[src/rtl/sipo_pkg.sv]
// -----------------------------------------------------------------------------
// sipo_pkg
// Shared definitions for the serial-to-parallel frame receiver.
//   state_e      : frame FSM state encoding (IDLE / DATA / STOP)
//   cnt_width()  : width of the data-bit counter for a given word width,
//                  ceil(log2(w+1)), so the counter can hold the value w
//   DEF_WIDTH    : default word width
//   DEF_CNT_W    : counter width for the default word width
// -----------------------------------------------------------------------------
package sipo_pkg;

    typedef enum logic [1:0] {
        ST_IDLE = 2'd0,
        ST_DATA = 2'd1,
        ST_STOP = 2'd2
    } state_e;

    function automatic int cnt_width(input int w);
        return $clog2(w + 1);
    endfunction

    localparam int DEF_WIDTH = 4;
    localparam int DEF_CNT_W = cnt_width(DEF_WIDTH);

endpackage : sipo_pkg

[src/rtl/sipo_shift_en.sv]
// -----------------------------------------------------------------------------
// sipo_shift_en
// WIDTH-bit serial-in / parallel-out shift register with shift enable.
// New bits enter at bit 0; on each enabled cycle bit i moves to bit i+1.
// Ports:
//   clk      in   clock, rising edge
//   rst      in   asynchronous active-low clear
//   shift_en in   shift strobe
//   ser_in   in   serial bit shifted into bit 0
//   q        out  WIDTH-bit parallel contents
// -----------------------------------------------------------------------------
module sipo_shift_en #(
    parameter int WIDTH = 4
) (
    input  logic             clk,
    input  logic             rst,
    input  logic             shift_en,
    input  logic             ser_in,
    output logic [WIDTH-1:0] q
);

    logic [WIDTH-1:0] sr_q;
    logic [WIDTH-1:0] sr_d;

    assign sr_d[0] = shift_en ? ser_in : sr_q[0];

    generate
        for (genvar gi = 1; gi < WIDTH; gi++) begin : g_stage
            assign sr_d[gi] = shift_en ? sr_q[gi-1] : sr_q[gi];
        end
    endgenerate

    always_ff @(posedge clk or negedge rst) begin
        if (!rst) begin
            sr_q <= '0;
        end else begin
            sr_q <= sr_d;
        end
    end

    assign q = sr_q;

endmodule : sipo_shift_en

[src/rtl/sipo_frame_ctrl.sv]
// -----------------------------------------------------------------------------
// sipo_frame_ctrl
// Receives frames of the form  start(0), WIDTH data bits (first bit ends up
// in the MSB), stop(1)  one bit per ser_valid cycle, and presents each good
// frame as a word with a valid/ready hand-off. A word completed while the
// previous one is still unconsumed is dropped and flags a sticky overrun.
// Ports:
//   clk        in   clock, rising edge
//   rst        in   asynchronous active-low reset
//   ser_in     in   serial data bit
//   ser_valid  in   ser_in is sampled this cycle
//   out_ready  in   consumer accepts word_out
//   clr_err    in   clears the sticky overrun flag
//   shift_en   out  SIPO shift strobe (combinational)
//   word_out   out  assembled word
//   word_valid out  word_out holds an unconsumed word
//   busy       out  a frame is in progress
//   frame_err  out  one-cycle pulse after a bad stop bit
//   overrun    out  sticky: a completed word was dropped
// -----------------------------------------------------------------------------
module sipo_frame_ctrl
    import sipo_pkg::*;
#(
    parameter int WIDTH    = 4,
    parameter int STOP_CHK = 1
) (
    input  logic             clk,
    input  logic             rst,
    input  logic             ser_in,
    input  logic             ser_valid,
    input  logic             out_ready,
    input  logic             clr_err,
    output logic             shift_en,
    output logic [WIDTH-1:0] word_out,
    output logic             word_valid,
    output logic             busy,
    output logic             frame_err,
    output logic             overrun
);

    localparam int CNT_W = cnt_width(WIDTH);
    localparam logic [CNT_W-1:0] LAST_BIT = CNT_W'(WIDTH - 1);

    state_e           state_q, state_d;
    logic [CNT_W-1:0] cnt_q, cnt_d;
    logic [WIDTH-1:0] word_q, word_d;
    logic             valid_q, valid_d;
    logic             ovr_q, ovr_d;
    logic             ferr_q, ferr_d;
    logic             commit;
    logic             drop;
    logic [WIDTH-1:0] sipo_word;

    sipo_shift_en #(
        .WIDTH (WIDTH)
    ) u_sipo (
        .clk      (clk),
        .rst      (rst),
        .shift_en (shift_en),
        .ser_in   (ser_in),
        .q        (sipo_word)
    );

    // Frame FSM: next state, counter, shift strobe, commit / frame error.
    always_comb begin
        state_d  = state_q;
        cnt_d    = cnt_q;
        shift_en = 1'b0;
        commit   = 1'b0;
        ferr_d   = 1'b0;
        case (state_q)
            ST_IDLE: begin
                if (ser_valid && !ser_in) begin
                    state_d = ST_DATA;
                    cnt_d   = '0;
                end
            end
            ST_DATA: begin
                if (ser_valid) begin
                    shift_en = 1'b1;
                    cnt_d    = cnt_q + 1'b1;
                    if (cnt_q == LAST_BIT) begin
                        state_d = ST_STOP;
                    end
                end
            end
            ST_STOP: begin
                if (ser_valid) begin
                    state_d = ST_IDLE;
                    if (ser_in || (STOP_CHK == 0)) begin
                        commit = 1'b1;
                    end else begin
                        ferr_d = 1'b1;
                    end
                end
            end
            default: begin
                state_d = ST_IDLE;
            end
        endcase
    end

    // Output word hand-off. A commit with the slot still full and no accept
    // this cycle loses the new word; an accept on the same edge as a commit
    // frees the slot, so the new word takes it and valid stays high.
    assign drop = commit && valid_q && !out_ready;

    always_comb begin
        word_d  = word_q;
        valid_d = valid_q;
        if (commit && !drop) begin
            word_d  = sipo_word;
            valid_d = 1'b1;
        end else if (valid_q && out_ready) begin
            valid_d = 1'b0;
        end
        // Set has priority over clear.
        if (drop) begin
            ovr_d = 1'b1;
        end else if (clr_err) begin
            ovr_d = 1'b0;
        end else begin
            ovr_d = ovr_q;
        end
    end

    always_ff @(posedge clk or negedge rst) begin
        if (!rst) begin
            state_q <= ST_IDLE;
            cnt_q   <= '0;
            word_q  <= '0;
            valid_q <= 1'b0;
            ovr_q   <= 1'b0;
            ferr_q  <= 1'b0;
        end else begin
            state_q <= state_d;
            cnt_q   <= cnt_d;
            word_q  <= word_d;
            valid_q <= valid_d;
            ovr_q   <= ovr_d;
            ferr_q  <= ferr_d;
        end
    end

    assign word_out   = word_q;
    assign word_valid = valid_q;
    assign busy       = (state_q != ST_IDLE);
    assign frame_err  = ferr_q;
    assign overrun    = ovr_q;

endmodule : sipo_frame_ctrl

[config.mk]
export PLATFORM = sky130hd
export DESIGN_NAME = sipo_frame_ctrl
export DESIGN_NICKNAME = d
export VERILOG_FILES = /design/src/rtl/sipo_pkg.sv /design/src/rtl/sipo_shift_en.sv /design/src/rtl/sipo_frame_ctrl.sv
export SDC_FILE = /design/constraint.sdc
export NUM_CORES = 1
export LEC_CHECK = 0
export BUFFER_PORTS_ARGS = -buffer_cell sky130_fd_sc_hd__buf_2
export CAP_MARGIN = 20
export CORE_MARGIN = 4
export CORE_UTILIZATION = 40
export CTS_CLUSTER_DIAMETER = 200
export DETAILED_ROUTE_END_ITERATION = 8
export GPL_TIMING_DRIVEN = 1
export MAX_ROUTING_LAYER = met4
export PLACE_DENSITY_LB_ADDON = 0.3
export SLEW_MARGIN = 25
export SYNTH_ARGS = -nofsm -noshare
export SYNTH_HDL_FRONTEND = slang
export SYNTH_SLANG_ARGS = --single-unit
[constraint.sdc]
create_clock -name clk -period 2.1 [get_ports clk]
set_clock_uncertainty 0.15 [all_clocks]
set_input_delay 0.105 -clock clk [delete_from_list [all_inputs] [get_ports clk]]
set_output_delay 0.105 -clock clk [all_outputs]
set_load 0.03 [all_outputs]
==> results of run 1 <==
## cell families after synthesis
group / after synthesis / synth area share, %
multiplexers: 8 / 12.8
flip-flops: 16 / 56.9
AND/OR/NAND/NOR: 11 / 14.4
adder cells (fa/ha/maj): 2 / 3.56
buffers and inverters: 6 / 4.80
AO/OA/AOI/OAI: 8 / 7.47
## state kept, by name, indices dropped and copies added, names as in the netlist
register    count
u_sipo.q        4
word_out        4
cnt_q           3
state_q         2
frame_err       1
overrun         1
word_valid      1
## report_power, final
part	switching, mW	internal, mW
combinational	0.181	0.160
sequential	0.0730	0.408
clock	0.0957	0.106
total	0.350	0.674
## cell usage in the layout, fill, tap and decap left out, types with 2 or more instances in the layout
| cell | instances |
|---|---|
| inv_1 | 3 |
| ha_1 | 2 |
| nand2_1 | 2 |
| clkbuf_4 | 3 |
| mux2_2 | 8 |
| dlygate4sd3_1 | 7 |
| dfrtp_1 | 16 |
| buf_2 | 14 |
| o21ai_0 | 3 |
## layer usage
layer | up-vias | part of all wire (%) | GRT usage (%)
met3 | 2 | 6.6 | 4.52
li1 | 227 | - | -
met1 | 209 | 49 | 14.5
met5 | - | 0 | -
met2 | 14 | 44 | 17.4
met4 | 0 | 0.77 | 2.76
## through the flow
step,utilization [%],worst slack [ns],hold slack [ns]
after global routing,55.9,0.247,0.0872
after detailed placement,49.1,0.634,-0.111
after CTS,55.9,0.349,0.0909
after global placement,49.1,0.666,-0.112
final,55.9,0.327,0.0923
after floorplan,-,0.681,-0.341
## how the worst max path moves through the flow
stage	end	slack, ns	cells after the start	start
floorplan	word_out[0]	0.68	4	state_q[0]
global placement	word_out[1]	0.67	3	state_q[0]
detailed placement	word_out[1]	0.63	3	state_q[0]
CTS	frame_err	0.35	3	state_q[1]
global route	frame_err	0.25	3	state_q[1]
finish	frame_err	0.33	3	state_q[1]
## repair_timing
item,in CTS,in global routing
gates resized for setup,0,0
endpoints found under the hold margin,21,0
endpoints found under the setup margin,0,0
hold buffers,7,0
## layout make-up
cell class                 count  area [um^2]
sequential                    16          400
fill                         143          696
tap                           16         20.0
timing repair buffer          21          140
clock buffer                   4         36.3
multi-input combinational     29          269
inverter                       4         15.0
==> results by group, run 1 <==
Yosys
  • Number of flops mapped to enable cells by yosys: 0
  • Async set or reset register ratio after synthesis: 100%
  • Largest cells by area after synthesis: dfrtp_1 (57%), mux2_2 (13%), ha_1 (3.6%), nand4b_4 (3.4%), o21ai_0 (2.1%)
  • Area share of the largest cell type after synthesis: 56.9%
  • Post-synth top cells: dfrtp_1 (16), mux2_2 (8), inv_1 (3), o21ai_0 (3)
  • Post-Syn Area: around 700 um^2
  • Cell with the most instances after synthesis: dfrtp_1
  • Syn nets: 59
  • Leading area contributor after synthesis: dfrtp_1
  • Syn Area/Cell: approximately 14 um^2
  • Yosys reg bits: 16
  • Post-synthesis sequential area ratio: 56.9%
  • Synth Instances: just over 50
  • Top_reg_cell synth: dfrtp_1
  • Yosys warns: 0
  • Number of unique standard cell types used by synthesis: 23

Timing
  • Fmax: 564 MHz
  • Slew Viols, Final: 0
  • Slew margin rel.: about three quarters
  • Min cycle time layout: between 1.5 and 2 ns
  • Worst-margin pin slew: around 0.36 ns
  • RSZ-0062 raised after global routing: false
  • Fin crit share: between 80% and 90%
  • Setup TNS: 0 ns
  • Final Hold Vio Count: 0
  • Final setup fails: 0

Power
  • Peak supply drop: about 0.70 mV
  • Total chip power: around 1.0 mW
  • Pwr dens: 1160 nW/um^2
  • Static Leak: about 0.47 nW

Detailed routing
  • Routed Antenna Nets: 0
  • Via count: roughly 450
  • TritonRoute pass-1 iters: 3
  • Final wirelength: between 1 and 1.5 mm
  • Routed wire per std cell: 13.0 um
  • DRC: 0
  • DR vias/cell: approximately 5
  • Starting DRC count in detailed routing: 2

Worst setup path
  • Reg2Reg Setup Slack: roughly 0.33 ns
  • Crit path buffers/inverters: 1
  • Delay-heaviest family, CP: buffers and inverters
  • CP startpoint kind: register
  • Crit path DAT: 1.85 ns
  • CP peak stage delay: approximately 0.56 ns
  • CP max FO: 7
  • Crit path cell chain: or2b_2, nor3b_1, dlygate4sd3_1
  • CP max-delay cell: dlygate4sd3_1
  • Worst R2R End: frame_err
  • R2R depth: 3
  • CP endpoint kind: register
  • Worst reg2reg path startpoint: state_q[1]
  • Critical path required time: between 2 and 2.5 ns
  • Crit path kind: register to register

Clock network
  • Post-CTS setup repair buffer count: 0
  • CTS tree: done
  • Clock sinks: 16
  • Bufs on Longest Clock Path: 2
  • Num CTS Buffers: 3
  • Worst-Skew Late Latency: ~0.28 ns
  • Clock transition at the registers of the reported paths: around 0.1 ns
  • H-tree depth: 1
  • CTS root buf: clkbuf_4

Global routing
  • First-pass GRT wire length: between 2 and 2.5 mm
  • Vias in the first global route: just under 500
  • Congestion Overflow GR: 0
  • Initial antenna violation count: 0
  • Total GRT Usage: a little under an eighth
  • Pin count of the biggest net entering global routing: 17

Floorplanning
  • Core footprint: 1580 um^2
  • Starting Density: between 40% and 50%
  • Total die area: about 2500 um^2
  • I/O pins: 15
  • Die W: 49.9 um
  • Row Count: 14
  • Die Y: approximately 50 um

Flow run
  • Max-cap violations: 0

Place
  • Placed instance area: just under 800 um^2
  • PortBufs: 14
  • RePlAce Congestion: roughly 0.7
  • HPWL Detailed: between 700 and 800 um
  • Placed cells: 79

Status
  • Status: completed

Layout
  • Layout area overhead: 25.3%
  • Ant diodes: 0
  • Layout cell share with drive strength beyond 1: 43.2%
  • Post-Layout Cell Count: 90
  • Post-route cell area: between 800 and 900 um^2
  • # nets final: 83

Worst hold path
  • Worst hold path class: input pin to asynchronous set/reset pin
No activity file was read; power rests on OpenSTA's default activity.
==> run 2: changes to the inputs <==
--- a/config.mk
+++ b/config.mk
@@ -5,6 +5,7 @@
 export SDC_FILE = /design/constraint.sdc
 export NUM_CORES = 1
 export LEC_CHECK = 0
+export ABC_AREA = 1
 export BUFFER_PORTS_ARGS = -buffer_cell sky130_fd_sc_hd__buf_2
 export CAP_MARGIN = 20
 export CORE_MARGIN = 4
==> constraint.sdc (replaced) <==
create_clock -name clk -period 1.7 [get_ports clk]
set_clock_uncertainty 0.15 [all_clocks]
set_input_delay 0.085 -clock clk [delete_from_list [all_inputs] [get_ports clk]]
set_output_delay 0.085 -clock clk [all_outputs]
set_load 0.03 [all_outputs]
==> run 2 against run 1 <==
Sequential power increased by 20%. Final area increased by 1.8%. Count of clock-buffer cells in the layout decreased by 1. Utilization increased by 1.0 points. Combinational power increased by 41%. Highest routed layer unchanged. Clock power decreased by 3%.
==> results by group, run 2 <==
Status
  • Status: completed

Worst setup path
  • Critical path required time: 1.77 ns (-0.41 ns)
  • Most frequent cell on the critical path: nand2_1
  • Worst reg2reg path startpoint: state_q[0]
  • CP startpoint kind: register
  • CP max-delay cell: dlygate4sd3_1
  • Crit. Startpoint: state_q[0]
  • CP max FO: 3 (-4)
  • CP peak stage delay: 0.57 ns (about the same)
  • Crit path cell chain: inv_1, nand2_1, nor2_4, nand2_1, o21ai_1, dlygate4sd3_1
  • Crit path DAT: 1.69 ns (-0.16 ns)
  • CP endpoint kind: register
  • Crit path kind: register to register

Yosys
  • Syn nets: 86 (+46%)
  • Cell with the most instances after synthesis: nand2_1
  • Syn Area/Cell: 8.89 um^2 (-36%)
  • Post-synth top cells: nand2_1 (26), dfrtp_1 (16), inv_1 (10)
  • Post-synthesis sequential area ratio: 57.8% (+0.82 points)
  • Yosys warns: 0 (unchanged)
  • Leading area contributor after synthesis: dfrtp_1
  • Post-Syn Area: 693 um^2 (-1.4%)
  • Synth Instances: 78 (+53%)
  • Number of flops mapped to enable cells by yosys: 0 (unchanged)
  • Top_reg_cell synth: dfrtp_1
  • Yosys reg bits: 16 (unchanged)
  • Largest cells by area after synthesis: dfrtp_1 (58%), nand2_1 (14%), inv_1 (5.4%), nand3_1 (5.1%), ha_1 (3.6%)
  • Number of unique standard cell types used by synthesis: 16 (-30%)
  • Async set or reset register ratio after synthesis: 100% (unchanged)
  • Area share of the largest cell type after synthesis: 57.8% (+0.82 points)

Power
  • Pwr dens: 1400 nW/um^2 (+20%)
  • Total chip power: 1.25 mW (+23%)
  • Peak supply drop: 0.617 mV (-11%)
  • Static Leak: 0.505 nW (+7.3%)

Timing
  • Fin crit share: 95.0% (+11 points)
  • Slew margin rel.: 77.2% (+1.3 points)
  • Worst-margin pin slew: 0.343 ns (-0.0164 ns)
  • Min cycle time layout: 1.62 ns (-0.158 ns)
  • Fmax: 619 MHz (+9.8%)
  • Final Hold Vio Count: 0 (unchanged)
  • Slew Viols, Final: 0 (unchanged)
  • Final setup fails: 0 (unchanged)

Layout
  • Layout area overhead: 29.4%
  • Multi-input gate area: 248 um^2 (-7.9%)
  • Commonest non-fill, non-tap cell in the layout: nand2_1
  • Sequential cell area: 402 um^2 (+0.31%)
  • Most frequent cells in the layout: nand2_1 (26), dfrtp_1 (15), buf_2 (14)
  • Final-layout fill cell count: 154 (+7.7%)
  • Ant diodes: 0 (unchanged)
  • Post-route cell area: 897 um^2 (+1.8%)
  • Layout cell share with drive strength beyond 1: 25.7% (-18 points)
  • # nets final: 115 (+39%)

Clock network
  • Bufs on Longest Clock Path: 2 (unchanged)
  • H-tree depth: 1 (unchanged)
  • Clock transition at the registers of the reported paths: 0.08 ns (-0.02 ns)
  • Num CTS Buffers: 3 (unchanged)
  • Worst-Skew Late Latency: 0.28 ns (about the same)
  • Clock sinks: 16 (unchanged)
  • CTS root buf: clkbuf_4
  • CTS tree: done

Global routing
  • Vias in the first global route: 541 (+9.5%)
  • Congestion Overflow GR: 0 (unchanged)
  • Total GRT Usage: 12.2% (+0.68 points)
  • First-pass GRT wire length: 2.31 mm (+8.0%)
  • Initial antenna violation count: 0 (unchanged)
  • Pin count of the biggest net entering global routing: 17 (unchanged)

Detailed routing
  • Via count: 568 (+26%)
  • Final wirelength: 1.31 mm (+12%)
  • DRC: 0 (unchanged)
  • TritonRoute pass-1 iters: 4 (+1)
  • Starting DRC count in detailed routing: 15 (+13)
  • Routed Antenna Nets: 0 (unchanged)
  • Routed wire per std cell: 10.8 um (-17%)
  • DR vias/cell: 4.69 (-6.5%)

Place
  • Placed instance area: 783 um^2 (+1.1%)
  • RePlAce Congestion: 0.742 (+5.6%)
  • HPWL Detailed: 852 um (+7.2%)
  • PortBufs: 14 (unchanged)

Floorplanning
  • Row Count: 14 (unchanged)
  • I/O pins: 15 (unchanged)
  • Die Y: 49.6 um (-0.59%)
  • Die W: 49.6 um (-0.59%)
  • Core footprint: 1580 um^2 (unchanged)
  • Starting Density: 44.0% (-0.63 points)
  • Total die area: 2460 um^2 (-1.2%)

Flow run
  • Max-cap violations: 0 (unchanged)

Worst hold path
  • Min-Delay Startpoint: out_ready
  • Worst hold path class: input pin to register
==> run 2: stage by stage <==
| step | std cells | TNS [ns] | setup slack [ns] | utilization (%) | hold slack [ns] |
|---|---|---|---|---|---|
| floorplan | 78 | 0 | 0.408 | - | -0.361 |
| global placement | 108 | 0 | 0.396 | 49.7 | -0.132 |
| detailed placement | 108 | 0 | 0.377 | 49.7 | -0.129 |
| CTS | 117 | 0 | 0.0217 | 54.9 | 0.0189 |
| global route | 121 | -0.0319 | -0.0319 | 56.9 | 0.0600 |
| finish | 121 | 0 | 0.0847 | 56.9 | 0.0304 |
==> run 2: worst max-delay path, delay by kind of cell, from the launching register on <==
kind,cells,cell delay [ns]
AND/OR/NAND/NOR,3,0.28
AO/OA/AOI/OAI,1,0.07
flip-flops,1,0.42
buffers and inverters,2,0.63
==> run 2: cells by family after synthesis <==
logic type / count (synthesis) / share of synthesized area [%]
flops: 16 / 57.8
simple gates: 43 / 28.2
compound gates: 5 / 3.97
fa+ha+maj: 2 / 3.61
buf+inv: 12 / 6.50
==> run 2: per-layer routing <==
layer  up-vias  GRT usage, %  share of wire [%]
met5         -             -                  0
met4         0          5.53                1.6
met3         4          1.81                3.7
met2        11          18.5                 45
met1       251          16.1                 49
li1        302             -                  -
==> run 2: path summary, 6_finish.rpt <==
| kind | endpoint | slack, ns | cells after the start |
|---|---|---|---|
| setup / recovery | overrun | 0.08 | 6 |
| hold / removal | word_valid | 0.03 | 4 |
| setup reg to reg | overrun | 0.08 | 6 |
| hold reg to reg | word_out[1] | 0.32 | 2 |
| max in group asynchronous | state_q[0] | 1.05 | 2 |
| min in group asynchronous | u_sipo.q[2] | 0.08 | 2 |
==> run 2: final cells by class <==
type / count / area share (%)
clock buffers: 3 / 2.51
inverters: 12 / 5.02
multi-input cells: 50 / 27.6
flip-flops and latches: 16 / 44.8
well taps: 16 / 2.23
repair buffers: 24 / 17.9
==> run 2: power breakdown <==
group	internal, mW	switching (mW)
logic	0.184	0.300
registers	0.503	0.0735
clock network	0.0823	0.112
==> run 2: timing repair <==
action                                  4_1_cts  5_1_grt
endpoints found under the setup margin        0        1
hold buffers                                  6        0
resized for setup                             0        1
setup buffers                                 0        4
endpoints found under the hold margin        21        0
==> run 3: changes to the inputs <==
--- a/config.mk
+++ b/config.mk
@@ -15,6 +15,7 @@
 export GPL_TIMING_DRIVEN = 1
 export MAX_ROUTING_LAYER = met4
 export PLACE_DENSITY_LB_ADDON = 0.3
+export RECOVER_POWER = 50
 export SLEW_MARGIN = 25
 export SYNTH_ARGS = -nofsm -noshare
 export SYNTH_HDL_FRONTEND = slang
==> run 3 against run 2 <==
Sequential cell count unchanged. Largest cell class unchanged. Hold slack about the same. Utilization decreased by 0.40 points. Wire length increased by 0.23%. Largest power group unchanged. Sequential share of layout area increased by 0.31 points. Clock power about the same. Critical path type unchanged. Via count decreased by 0.18%. Worst setup slack about the same. Non-clock buffer count unchanged. Maximum frequency about the same. Power decreased by 0.35%.
==> results by group, run 3 (synthesis gave the netlist of run 2 again) <==
Clock network
  • CTS tree: done
  • Clock transition at the registers of the reported paths: 0.08 ns (about the same)
  • Bufs on Longest Clock Path: 2 (unchanged)
  • Clock sinks: 16 (unchanged)
  • H-tree depth: 1 (unchanged)
  • Worst-Skew Late Latency: 0.28 ns (about the same)
  • CTS root buf: clkbuf_4
  • Num CTS Buffers: 3 (unchanged)

Detailed routing
  • Final wirelength: 1.31 mm (+0.23%)
  • Metal1 wirelength: 647 um (+0.15%)
  • Routed Antenna Nets: 0 (unchanged)
  • Routed wire per std cell: 10.9 um (+0.23%)
  • TritonRoute pass-1 iters: 4 (unchanged)
  • Via count: 567 (-0.18%)
  • DRC: 0 (unchanged)
  • Starting DRC count in detailed routing: 15 (unchanged)
  • DR WL met2: 594 um (unchanged)
  • Top routing layer in use: met4
  • Met3 WL: 51 um (+4.1%)
  • DR vias/cell: 4.69 (-0.18%)

Global routing
  • First-pass GRT wire length: 2.31 mm (unchanged)
  • Congestion Overflow GR: 0 (unchanged)
  • Total GRT Usage: 12.2% (unchanged)
  • Initial antenna violation count: 0 (unchanged)
  • Vias in the first global route: 541 (unchanged)
  • Pin count of the biggest net entering global routing: 17 (unchanged)

Status
  • Status: completed

Worst setup path
  • CP max-delay cell: dlygate4sd3_1
  • CP max FO: 3 (unchanged)
  • CP startpoint kind: register
  • Most frequent cell on the critical path: nand2_1
  • Critical path required time: 1.77 ns (about the same)
  • Crit path kind: register to register
  • CP endpoint kind: register
  • Crit path DAT: 1.69 ns (about the same)
  • Crit path cell chain: inv_1, nand2_1, nor2_4, nand2_1, o21ai_1, dlygate4sd3_1
  • CP peak stage delay: 0.57 ns (about the same)

Timing
  • Fmax: 619 MHz (about the same)
  • Worst-margin pin slew: 0.817 ns (+0.475 ns)
  • Hold WS: 0.0305 ns (+0.000130 ns)
  • Slew margin rel.: 45.5% (-32 points)
  • Fin crit share: 95.0% (about the same)
  • Final Hold Vio Count: 0 (unchanged)
  • Final WS setup: 0.0844 ns (-0.000289 ns)
  • Setup TNS: 0 ns (unchanged)
  • Min cycle time layout: 1.62 ns (+0.000289 ns)
  • Slew Viols, Final: 0 (unchanged)
  • Final setup fails: 0 (unchanged)

Place
  • Placed instance area: 783 um^2 (unchanged)
  • Placed cells: 108 (unchanged)
  • RePlAce Congestion: 0.742 (unchanged)
  • HPWL Detailed: 852 um (unchanged)
  • PortBufs: 14 (unchanged)
  • Pre-CTS setup slack: 0.377 ns (unchanged)

Power
  • Total chip power: 1.25 mW (-0.35%)
  • Static Leak: 0.485 nW (-4.0%)
  • Peak supply drop: 0.616 mV (about the same)
  • Pwr dens: 1400 nW/um^2 (+0.35%)

Layout
  • Multi-input gate area: 248 um^2 (unchanged)
  • Layout cell share with drive strength beyond 1: 21.0% (-4.8 points)
  • Post-route cell area: 891 um^2 (-0.70%)
  • Ant diodes: 0 (unchanged)
  • Commonest non-fill, non-tap cell in the layout: nand2_1
  • Layout area overhead: 28.5%
  • Final-layout fill cell count: 158 (+2.6%)
  • Post-Layout Cell Count: 121 (unchanged)
  • # nets final: 115 (unchanged)
  • Sequential cell area: 402 um^2 (unchanged)
  • Most frequent cells in the layout: nand2_1 (26), dfrtp_1 (15), inv_1 (10)
  • Util after Layout: 56.5% (-0.40 points)

Floorplanning
  • Row Count: 14 (unchanged)
  • Die W: 49.6 um (unchanged)
  • Die Y: 49.6 um (unchanged)
  • I/O pins: 15 (unchanged)
  • Core footprint: 1580 um^2 (unchanged)
  • Total die area: 2460 um^2 (unchanged)
  • Starting Density: 44.0% (unchanged)

Worst hold path
  • Worst hold path class: input pin to register

Flow run
  • Max-cap violations: 0 (unchanged)
==> run 3: path summary, 6_finish.rpt <==
kind / start / endpoint / slack [ns] / cells past startpoint
setup / recovery: state_q[0] / overrun / 0.08 / 6
hold / removal: out_ready / word_valid / 0.03 / 4
setup reg to reg: state_q[0] / overrun / 0.08 / 6
hold reg to reg: word_out[1] / word_out[1] / 0.32 / 2
max in group asynchronous: rst / state_q[0] / 0.59 / 2
min in group asynchronous: rst / u_sipo.q[2] / 0.25 / 2
==> run 3: worst max-delay path, delay by kind of cell (launching register included) <==
family,cells,cell delay (ns)
AND/OR/NAND/NOR,3,0.28
flip-flops,1,0.42
AO/OA/AOI/OAI,1,0.07
buffers and inverters,2,0.63
==> run 3: final cells by class <==
cell class	instances	area share (%)
sequential	16	45.1
tap	16	2.25
multi-input combinational	50	27.8
timing repair buffer	24	17.3
clock buffer	3	2.53
inverter	12	5.06
==> run 3: what timing repair did <==
| action | CTS | global route |
|---|---|---|
| gates resized for setup | 0 | 1 |
| endpoints found under the setup margin | 0 | 1 |
| hold endpoints to repair | 21 | 0 |
| hold buffers | 6 | 0 |
| setup buffers | 0 | 4 |
==> run 3: per-layer routing <==
metal  vias up  track usage, %
li1        302               -
met1       250            16.1
met2        11            18.5
met3         4            1.81
met4         0            5.53
met5         -               -
==> run 3: power by group <==
part	switching, mW	total, mW	internal, mW
sequential	0.0739	0.577	0.503
combinational	0.300	0.478	0.179
clock	0.112	0.194	0.0823
